**config.mk**
```make
export PLATFORM = sky130hd
export DESIGN_NAME = alu_arbiter
export DESIGN_NICKNAME = d
export VERILOG_FILES = /design/src/rtl/alu_arbiter.sv
export SDC_FILE = /design/constraint.sdc
export NUM_CORES = 1
export LEC_CHECK = 0
export ABC_AREA = 0
export CORE_ASPECT_RATIO = 1.2
export CORE_MARGIN = 3
export CORE_UTILIZATION = 44
export CTS_CLUSTER_DIAMETER = 50
export CTS_CLUSTER_SIZE = 8
export DETAILED_ROUTE_END_ITERATION = 8
export GPL_TIMING_DRIVEN = 1
export PLACE_DENSITY = 0.83
export SKIP_LAST_GASP = 1
export SLEW_MARGIN = 20
export SYNTH_ARGS = -nofsm -noshare
export SYNTH_HDL_FRONTEND = slang
export SYNTH_SLANG_ARGS = --single-unit
```
**constraint.sdc**
```tcl
create_clock -name clk -period 2.45 [get_ports clk]
set_clock_uncertainty 0.1 [all_clocks]
set_input_delay 0.49 -clock clk [delete_from_list [all_inputs] [get_ports clk]]
set_output_delay 0.49 -clock clk [all_outputs]
set_load 0.02 [all_outputs]
```
**src/rtl/alu_arbiter.sv**
```systemverilog
// Two-port arbiter in front of a single combinational ALU.
// One request is accepted at a time. Its operands are registered, the ALU is
// evaluated for one cycle, and the result is returned on one response channel
// together with the ID of the requester that issued it.

// Combinational ALU shared by both requesters.
// Opcodes: 0 ADD, 1 SUB, 2 AND, 3 OR, 4 XOR, 5 NOT A, 6 A<<1, 7 A>>1.
module alu #(
    parameter int WIDTH = 4,
    parameter int OPW   = 3
) (
    input  logic [WIDTH-1:0] A,
    input  logic [WIDTH-1:0] B,
    input  logic [OPW-1:0]   op,
    output logic [WIDTH-1:0] alu_out
);
    localparam logic [OPW-1:0] OP_ADD = OPW'(0);
    localparam logic [OPW-1:0] OP_SUB = OPW'(1);
    localparam logic [OPW-1:0] OP_AND = OPW'(2);
    localparam logic [OPW-1:0] OP_OR  = OPW'(3);
    localparam logic [OPW-1:0] OP_XOR = OPW'(4);
    localparam logic [OPW-1:0] OP_NOT = OPW'(5);
    localparam logic [OPW-1:0] OP_SHL = OPW'(6);
    localparam logic [OPW-1:0] OP_SHR = OPW'(7);

    // Result selection; sums and differences simply wrap at WIDTH bits.
    always_comb begin
        alu_out = '0;
        case (op)
            OP_ADD:  alu_out = A + B;
            OP_SUB:  alu_out = A - B;
            OP_AND:  alu_out = A & B;
            OP_OR:   alu_out = A | B;
            OP_XOR:  alu_out = A ^ B;
            OP_NOT:  alu_out = ~A;
            OP_SHL:  alu_out = {A[WIDTH-2:0], 1'b0};
            OP_SHR:  alu_out = {1'b0, A[WIDTH-1:1]};
            default: alu_out = '0;
        endcase
    end
endmodule

module alu_arbiter #(
    parameter int WIDTH = 4,
    parameter int OPW   = 3,
    parameter int CNTW  = 8
) (
    input  logic             clk,
    input  logic             rst,
    input  logic             req0_valid,
    output logic             req0_ready,
    input  logic [WIDTH-1:0] req0_A,
    input  logic [WIDTH-1:0] req0_B,
    input  logic [OPW-1:0]   req0_op,
    input  logic             req1_valid,
    output logic             req1_ready,
    input  logic [WIDTH-1:0] req1_A,
    input  logic [WIDTH-1:0] req1_B,
    input  logic [OPW-1:0]   req1_op,
    output logic             rsp_valid,
    input  logic             rsp_ready,
    output logic             rsp_id,
    output logic [WIDTH-1:0] rsp_out,
    output logic             busy,
    output logic [CNTW-1:0]  op_count
);
    typedef enum logic [1:0] {
        S_IDLE = 2'd0,
        S_EXEC = 2'd1,
        S_RESP = 2'd2
    } state_t;

    state_t           state_q, state_d;
    logic             ptr_q, ptr_d;
    logic [WIDTH-1:0] a_q, a_d;
    logic [WIDTH-1:0] b_q, b_d;
    logic [OPW-1:0]   op_q, op_d;
    logic             id_q, id_d;
    logic [WIDTH-1:0] rsp_out_q, rsp_out_d;
    logic             rsp_id_q, rsp_id_d;
    logic [CNTW-1:0]  cnt_q, cnt_d;
    logic             gnt0, gnt1;
    logic [WIDTH-1:0] alu_out;

    // The ALU only ever sees the operand registers, so its inputs are
    // quiet (zero) after reset and independent of the request ports.
    alu #(
        .WIDTH (WIDTH),
        .OPW   (OPW)
    ) u_alu (
        .A       (a_q),
        .B       (b_q),
        .op      (op_q),
        .alu_out (alu_out)
    );

    // Next-state logic: grant selection in IDLE, result capture in EXEC,
    // response handshake in RESP.
    always_comb begin
        state_d   = state_q;
        ptr_d     = ptr_q;
        a_d       = a_q;
        b_d       = b_q;
        op_d      = op_q;
        id_d      = id_q;
        rsp_out_d = rsp_out_q;
        rsp_id_d  = rsp_id_q;
        cnt_d     = cnt_q;
        gnt0      = 1'b0;
        gnt1      = 1'b0;
        case (state_q)
            S_IDLE: begin
                // Readies are masked during reset so every output reads 0.
                if (!rst) begin
                    if (req0_valid && (!req1_valid || !ptr_q)) begin
                        gnt0 = 1'b1;
                    end else if (req1_valid) begin
                        gnt1 = 1'b1;
                    end
                end
                if (gnt0) begin
                    a_d     = req0_A;
                    b_d     = req0_B;
                    op_d    = req0_op;
                    id_d    = 1'b0;
                    ptr_d   = 1'b1;
                    state_d = S_EXEC;
                end else if (gnt1) begin
                    a_d     = req1_A;
                    b_d     = req1_B;
                    op_d    = req1_op;
                    id_d    = 1'b1;
                    ptr_d   = 1'b0;
                    state_d = S_EXEC;
                end
            end
            S_EXEC: begin
                rsp_out_d = alu_out;
                rsp_id_d  = id_q;
                state_d   = S_RESP;
            end
            S_RESP: begin
                // Acceptance of the next request waits for the IDLE cycle.
                if (rsp_ready) begin
                    cnt_d   = cnt_q + 1'b1;
                    state_d = S_IDLE;
                end
            end
            default: state_d = S_IDLE;
        endcase
    end

    // State and datapath registers with synchronous reset.
    always_ff @(posedge clk) begin
        if (rst) begin
            state_q   <= S_IDLE;
            ptr_q     <= 1'b0;
            a_q       <= '0;
            b_q       <= '0;
            op_q      <= '0;
            id_q      <= 1'b0;
            rsp_out_q <= '0;
            rsp_id_q  <= 1'b0;
            cnt_q     <= '0;
        end else begin
            state_q   <= state_d;
            ptr_q     <= ptr_d;
            a_q       <= a_d;
            b_q       <= b_d;
            op_q      <= op_d;
            id_q      <= id_d;
            rsp_out_q <= rsp_out_d;
            rsp_id_q  <= rsp_id_d;
            cnt_q     <= cnt_d;
        end
    end

    assign req0_ready = gnt0;
    assign req1_ready = gnt1;
    assign rsp_valid  = (state_q == S_RESP);
    assign busy       = (state_q == S_EXEC) || (state_q == S_RESP);
    assign rsp_out    = rsp_out_q;
    assign rsp_id     = rsp_id_q;
    assign op_count   = cnt_q;
endmodule

```
==> results of run 1 <==
## per-stage QoR
step | setup TNS (ns) | std cells | hold slack (ns) | total power [uW] | util, %
CTS | 0 | 310 | 0.356 | 1750 | 63.4
global route | 0 | 310 | 0.402 | 1870 | 63.6
global placement | -0.117 | 306 | 0.340 | 1350 | 61.5
floorplan | 0 | 209 | 0.328 | 1120 | -
finish | 0 | 310 | 0.356 | 1750 | 63.6
detailed placement | -0.200 | 306 | 0.343 | 1370 | 61.5
## flip-flops by register name (all words and copies together), names as in the netlist
name and flops:
ptr_q 1, rsp_out 4, op_count 8, rsp_id 1, id_q 1, b_q 4
state_q 2, op_q 3, a_q 4
## synthesized netlist by cell type (all sizes together) (2+ instances only)
library cell and number:
a21oi 9, o21ai 6, xnor2 5, nor2b 3, nand2b 6, a211oi 12
buf 8, nand2 15, dfxtp 28, nor3 3, nor2 24, xor2 4
and3 5, clkbuf 3, inv 15, nand3 6, mux2i 16, ha 17
or3 2, o21a 2, and2 2
## what timing repair did
item / in CTS / in global routing
resized for setup: 2 / 4
pin swaps: 0 / 0
setup endpoints to repair: 2 / 1
buffers inserted: 0 / 0
## power breakdown
| group | internal (uW) | leakage [uW] | switching, uW |
|---|---|---|---|
| Sequential | 529 | 0.000230 | 67.9 |
| Combinational | 386 | 0.000695 | 397 |
| Clock | 219 | 0.0000357 | 151 |
## worst reg2reg max path: cells and delay by family, from the launching register on
kind | cells | cell delay (ns)
DFF | 1 | 0.39
AOI/OAI and AO/OA | 3 | 0.71
adders and majority gates | 2 | 0.58
buffers and inverters | 1 | 0.08
and+or+nand+nor | 1 | 0.13
muxes | 1 | 0.21
## per-layer routing
metal / track usage (%) / routed length, um
met3: 2.51 / 205
met4: 5.63 / 66
met1: 21.0 / 1670
met2: 33.8 / 2090
met5: 0 / 0
## worst paths after layout
path,start,cells past startpoint,slack [ns],end
setup / recovery,rst,5,0.12,req0_ready
hold / removal,id_q,2,0.36,id_q
setup reg to reg,b_q[0],8,0.14,rsp_out[3]
hold reg to reg,id_q,2,0.36,id_q
## final cells by class
cell class                      instances  area, um2  area share (%)
Multi-Input combinational cell        155       1120            46.7
Sequential cell                        28        563            23.4
Timing Repair Buffer                   56        526            21.9
Tap cell                               52       65.1            2.71
Inverter                               15       56.3            2.34
Clock buffer                            3       41.3            1.72
Clock inverter                          1       30.0            1.25
## logic make-up after synthesis
group           Yosys count
compound gates           42
mux                      18
simple gates             68
fa+ha+maj                18
xor+xnor                  9
flops                    28
buf+inv                  26
==> out/qor.csv, run 1 <==
stage,metric,value,unit
run_status,outcome,finished clean,
placement,placement.io_buffers,43,
setup_path,critPathMaxFanout,4,
drt,wl_per_cell,13.0,um
yosys,synth_xor_area_share,4.41,%
drt,drtIter0Drc,61,
yosys,synth_area_leaders,"dfxtp_1 31%, ha_1 12%, mux2i_1 9.0%, nor2_1 5.0%, a211oi_1 4.6%",
yosys,yosys.area_share.adder,13.0,%
global_routing,grt_usage,17.9,%
sta,finalHoldViolCount,0,
clocking,cts.clk_slew.worst_paths,0.10,ns
sta,tightestPinTransition,0.360,ns
setup_path,critical-path-max-stage-delay,0.54,ns
power,leakage,0.000960,uW
clocking,cts_tree,done,
sta,max_freq,0.429,GHz
yosys,synth.avg_cell_area,8.56,um2
cells_and_area,final_cell_mix,"41 x clkdlybuf4s50_1, 26 x dfxtp_1, 24 x nor2_1, 17 x ha_1",
yosys,synthesis.nets,254,
power,p_per_area,727,nW/um2
clocking,clkLatencyLatePin,0.28,ns
yosys,synthArstFlopShare,0,%
setup_path,path_buf_inv,3,
drt,dr_total_vias,1634,
yosys,synth_compound_area_share,16.4,%
sta,final.period_utilization,95.1,%
clocking,clockBufferDepth,2,
setup_path,crit_chain,clkdlybuf4s50_1 > inv_2 > and3_1 > and2_1 > dlygate4sd2_1,
sta,finalMaxSlewViolations,0,
placement,place_worst_setup_slack,-0.123,ns
yosys,yosysTopAreaCell,dfxtp_1,
clocking,clock_sinks,28,
sta,relSlewSlack,76.0,%
yosys,synth_sequential_area_ratio,31.3,%
cells_and_area,mostFrequentLayoutCell,clkdlybuf4s50_1,
placement,dpl_cell_area,2330,um2
setup_path,cp-start-kind,input pin,
cells_and_area,area_growth,34.4,%
drt,drt-total-wl,4.03,mm
yosys,synth_top_flop_cell,dfxtp_1,
die,die_area,4870,um2
sta,setup_viol_count_final,0,
yosys,synth_edf_count,0,
cells_and_area,nets,304,
cells_and_area,drive_gt1_share,9.69,%
cells_and_area,n_fill_cell,327,
clocking,cts_buffers,3,
global_routing,grt_pass1_vias,1594,
drt,ant_nets,0,
cells_and_area,antenna_cells,0,
sta,layout_setup_ws,0.119,ns
sta,fin_crit,2.33,ns
yosys,synth-simple-area-share,17.7,%
die,row_count,24,
clocking,root_buffer,clkbuf_8,
setup_path,arrival,1.74,ns
yosys,synthMuxAreaShare,11.0,%
run,drv_cap,0,
placement,place_hpwl,3.00,mm
yosys,ys_seq_elements,28,
yosys,synth_top_family_by_area,simple AND/OR/NAND/NOR gates,
yosys,synth_cells,209,
die,die_w,64.2,um
sta,rsz0062_at_grt,no,
worst_hold_path,hold_class,register to register,
clocking,cts_hold_buf,0,
global_routing,grt_pass1_wl,6.95,mm
global_routing,gr-total-overflow,0,
placement,gp_congestion,0.820,
die,fp.dieH,75.9,um
drt,dr.pass1.iters,4,
cells_and_area,final_area,2400,um2
power,max-vdd-ir-drop,0.346,mV
yosys,synth.cell_area,1790,um2
die,pin_count,44,
global_routing,grt_antenna_before_repair,0,
drt,avgViaCountPerCell,5.27,
setup_path,cp_top_family,buffers and inverters,
yosys,ys_warn_count,0,
global_routing,grt_max_degree,23,
setup_path,cp.required,1.86,ns
drt,drc,0,
clocking,ctsHtreeMaxLevel,1,
die,core,3780,um2
setup_path,critical_path_class,input pin to output pin,
setup_path,cpMaxStageDelayCell,clkdlybuf4s50_1,
die,initial_utilization,47.3,%
yosys,yosysUniqueCellTypes,44,
yosys,synth_top_area_share,31.3,%
setup_path,endpoint_kind,output pin,
Power figures use the tool's default switching activity.
==> run 2: changes to the inputs <==
--- a/config.mk
+++ b/config.mk
@@ -8,12 +8,13 @@
 export ABC_AREA = 0
 export CORE_ASPECT_RATIO = 1.2
 export CORE_MARGIN = 3
-export CORE_UTILIZATION = 44
+export CORE_UTILIZATION = 46
+export CTS_BUF_LIST = sky130_fd_sc_hd__clkbuf_8
 export CTS_CLUSTER_DIAMETER = 50
 export CTS_CLUSTER_SIZE = 8
 export DETAILED_ROUTE_END_ITERATION = 8
 export GPL_TIMING_DRIVEN = 1
-export PLACE_DENSITY = 0.83
+export PLACE_DENSITY = 0.86
 export SKIP_LAST_GASP = 1
 export SLEW_MARGIN = 20
 export SYNTH_ARGS = -nofsm -noshare
==> out/qor.csv, run 2 (synthesis gave the netlist of run 1 again) <==
stage,metric,value,unit,change
setup_path,critPathMaxFanout,4,,unchanged
cells_and_area,drive_gt1_share,9.58,%,-0.11 points
power,combPwrFrac,45.5,%,+0.8 points
clocking,ctsHtreeMaxLevel,1,,unchanged
setup_path,cp-start-kind,input pin,,
sta,finalHoldViolCount,0,,unchanged
sta,tightestPinTransition,0.366,ns,+0.00674 ns
drt,wl_per_cell,13.0,um,-0.12%
placement,gp_congestion,0.853,,+4.1%
placement,place_worst_setup_slack,-0.130,ns,-0.00706 ns
sta,relSlewSlack,75.5,%,-0.45 points
sta,layout_setup_ws,0.109,ns,-0.0104 ns
power,intPower,1140,uW,+0.46%
setup_path,crit_chain,clkdlybuf4s50_1 > inv_2 > and3_1 > and2_1 > dlygate4sd2_1,,
power,power_frac_seq,33.7,%,-0.4 points
global_routing,grt_usage,18.3,%,+0.40 points
global_routing,grt_antenna_before_repair,0,,unchanged
drt,avgViaCountPerCell,5.29,,+0.38%
global_routing,gr-total-overflow,0,,unchanged
die,row_count,24,,unchanged
drt,drc,0,,unchanged
power,p_sw,610,uW,-0.90%
clocking,clkLatencyLatePin,0.27,ns,about the same
setup_path,arrival,1.75,ns,about the same
sta,finalMaxSlewViolations,0,,unchanged
drt,ant_nets,0,,unchanged
clocking,root_buffer,clkbuf_8,,
power,leakage,0.000980,uW,+2.1%
drt,dr_total_vias,1656,,+1.3%
run,drv_cap,0,,unchanged
cells_and_area,area_growth,35.3,%,
setup_path,rrSetupSlack,0.19,ns,+0.05 ns
power,p_per_area,722,nW/um2,-0.69%
power,switching_share,34.9,%,-0.31 points
global_routing,grt_max_degree,23,,unchanged
clocking,cts_tree,done,,
power,max-vdd-ir-drop,0.367,mV,+6.0%
global_routing,grt_pass1_wl,6.90,mm,-0.69%
die,core,3690,um2,-2.4%
drt,drt-total-wl,4.07,mm,+0.84%
clocking,clock_sinks,28,,unchanged
sta,setup_viol_count_final,0,,unchanged
drt,dr.pass1.iters,4,,unchanged
die,initial_utilization,48.4,%,+1.2 points
sta,max_freq,0.427,GHz,-0.45%
power,p_clk_share,20.8,%,-0.3 points
die,fp.dieH,74.3,um,-2.0%
drt,drtIter0Drc,84,,+38%
setup_path,cpMaxStageDelayCell,clkdlybuf4s50_1,,
clocking,cts_hold_buf,0,,unchanged
sta,final.period_utilization,95.6,%,+0.43 points
global_routing,grt_pass1_vias,1597,,+0.19%
die,die_w,62.9,um,-2.0%
die,pin_count,44,,unchanged
die,die_area,4680,um2,-4.0%
setup_path,critical_path_class,input pin to output pin,,
cells_and_area,final_cell_mix,"41 x clkdlybuf4s50_1, 28 x dfxtp_1, 24 x nor2_1, 17 x ha_1",,
sta,fin_crit,2.34,ns,+0.0105 ns
setup_path,cp.required,1.86,ns,about the same
cells_and_area,nets,307,,+0.99%
cells_and_area,final_core_util,65.5,%,+2.0 points
cells_and_area,n_fill_cell,305,,-6.7%
run_status,outcome,finished clean,,
cells_and_area,antenna_cells,0,,unchanged
placement,placement.io_buffers,43,,unchanged
clocking,cts.clk_slew.worst_paths,0.09,ns,about the same
cells_and_area,mostFrequentLayoutCell,clkdlybuf4s50_1,,
clocking,clockBufferDepth,2,,unchanged
clocking,cts_buffers,3,,unchanged
worst_hold_path,hold_class,register to register,,
cells_and_area,largest_reg_flops,8,,unchanged
placement,place_hpwl,3.19,mm,+6.6%
setup_path,endpoint_kind,output pin,,
setup_path,critical-path-max-stage-delay,0.53,ns,about the same
sta,rsz0062_at_grt,no,,
run 2: cell types whose count changed in the layout (fill, tap and decap cells not counted):
| cell | delta |
|---|---|
| dfxtp_2 | -2 |
| mux2i_1 | +1 |
| dfxtp_1 | +2 |
| mux2i_2 | -1 |
| buf_4 | +3 |
run 2: worst paths after layout:
kind / from / end / depth (start not counted)
setup / recovery: rst / req0_ready / 5
hold / removal: id_q / id_q / 2
setup reg to reg: b_q[0] / rsp_out[3] / 8
hold reg to reg: id_q / id_q / 2
run 2: final cells by class:
class / instances / area [um2] / share of cell area [%]
clock buffers: 3 / 41.3 / 1.71
clock inverters: 1 / 30.0 / 1.24
inverters: 15 / 56.3 / 2.33
multi-input cells: 155 / 1120 / 46.3
flip-flops and latches: 28 / 561 / 23.2
well taps: 52 / 65.1 / 2.69
repair buffers: 59 / 548 / 22.6
run 2: layer usage:
layer | GRT usage, % | up-vias | part of all wire, %
met1 | 21.7 | 762 | 43
met2 | 32.8 | 52 | 52
met5 | 0 | - | 0
met3 | 2.72 | 12 | 3.4
li1 | - | 830 | -
met4 | 8.33 | 0 | 2.1
run 2: what timing repair did:
action / 4_1_cts / 5_1_grt
buffers inserted: 0 / 0
resized for setup: 2 / 1
setup endpoints to repair: 2 / 1
run 2: worst max-delay path, delay by kind of cell:
kind / cells / cell delay (ns)
and+or+nand+nor: 2 / 0.35
buffers and inverters: 3 / 0.90
run 2: power groups by stage:
stage / clock [uW] / sequential, uW / combinational [uW]
after floorplan: 0 / 618 / 504
after global placement: 0 / 595 / 765
after detailed placement: 0 / 599 / 791
after CTS: 370 / 590 / 797
after global routing: 392 / 602 / 890
final: 363 / 590 / 796
run 2: per-stage QoR:
stage | area (um2) | setup TNS [ns] | hold slack (ns) | instances | total power [uW]
finish | 2420 | 0 | 0.362 | 313 | 1750
global route | 2420 | 0 | 0.396 | 313 | 1880
CTS | 2420 | 0 | 0.366 | 313 | 1760
detailed placement | 2350 | -0.185 | 0.352 | 309 | 1390
global placement | 2350 | -0.100 | 0.337 | 309 | 1360
floorplan | 1790 | 0 | 0.328 | 209 | 1120
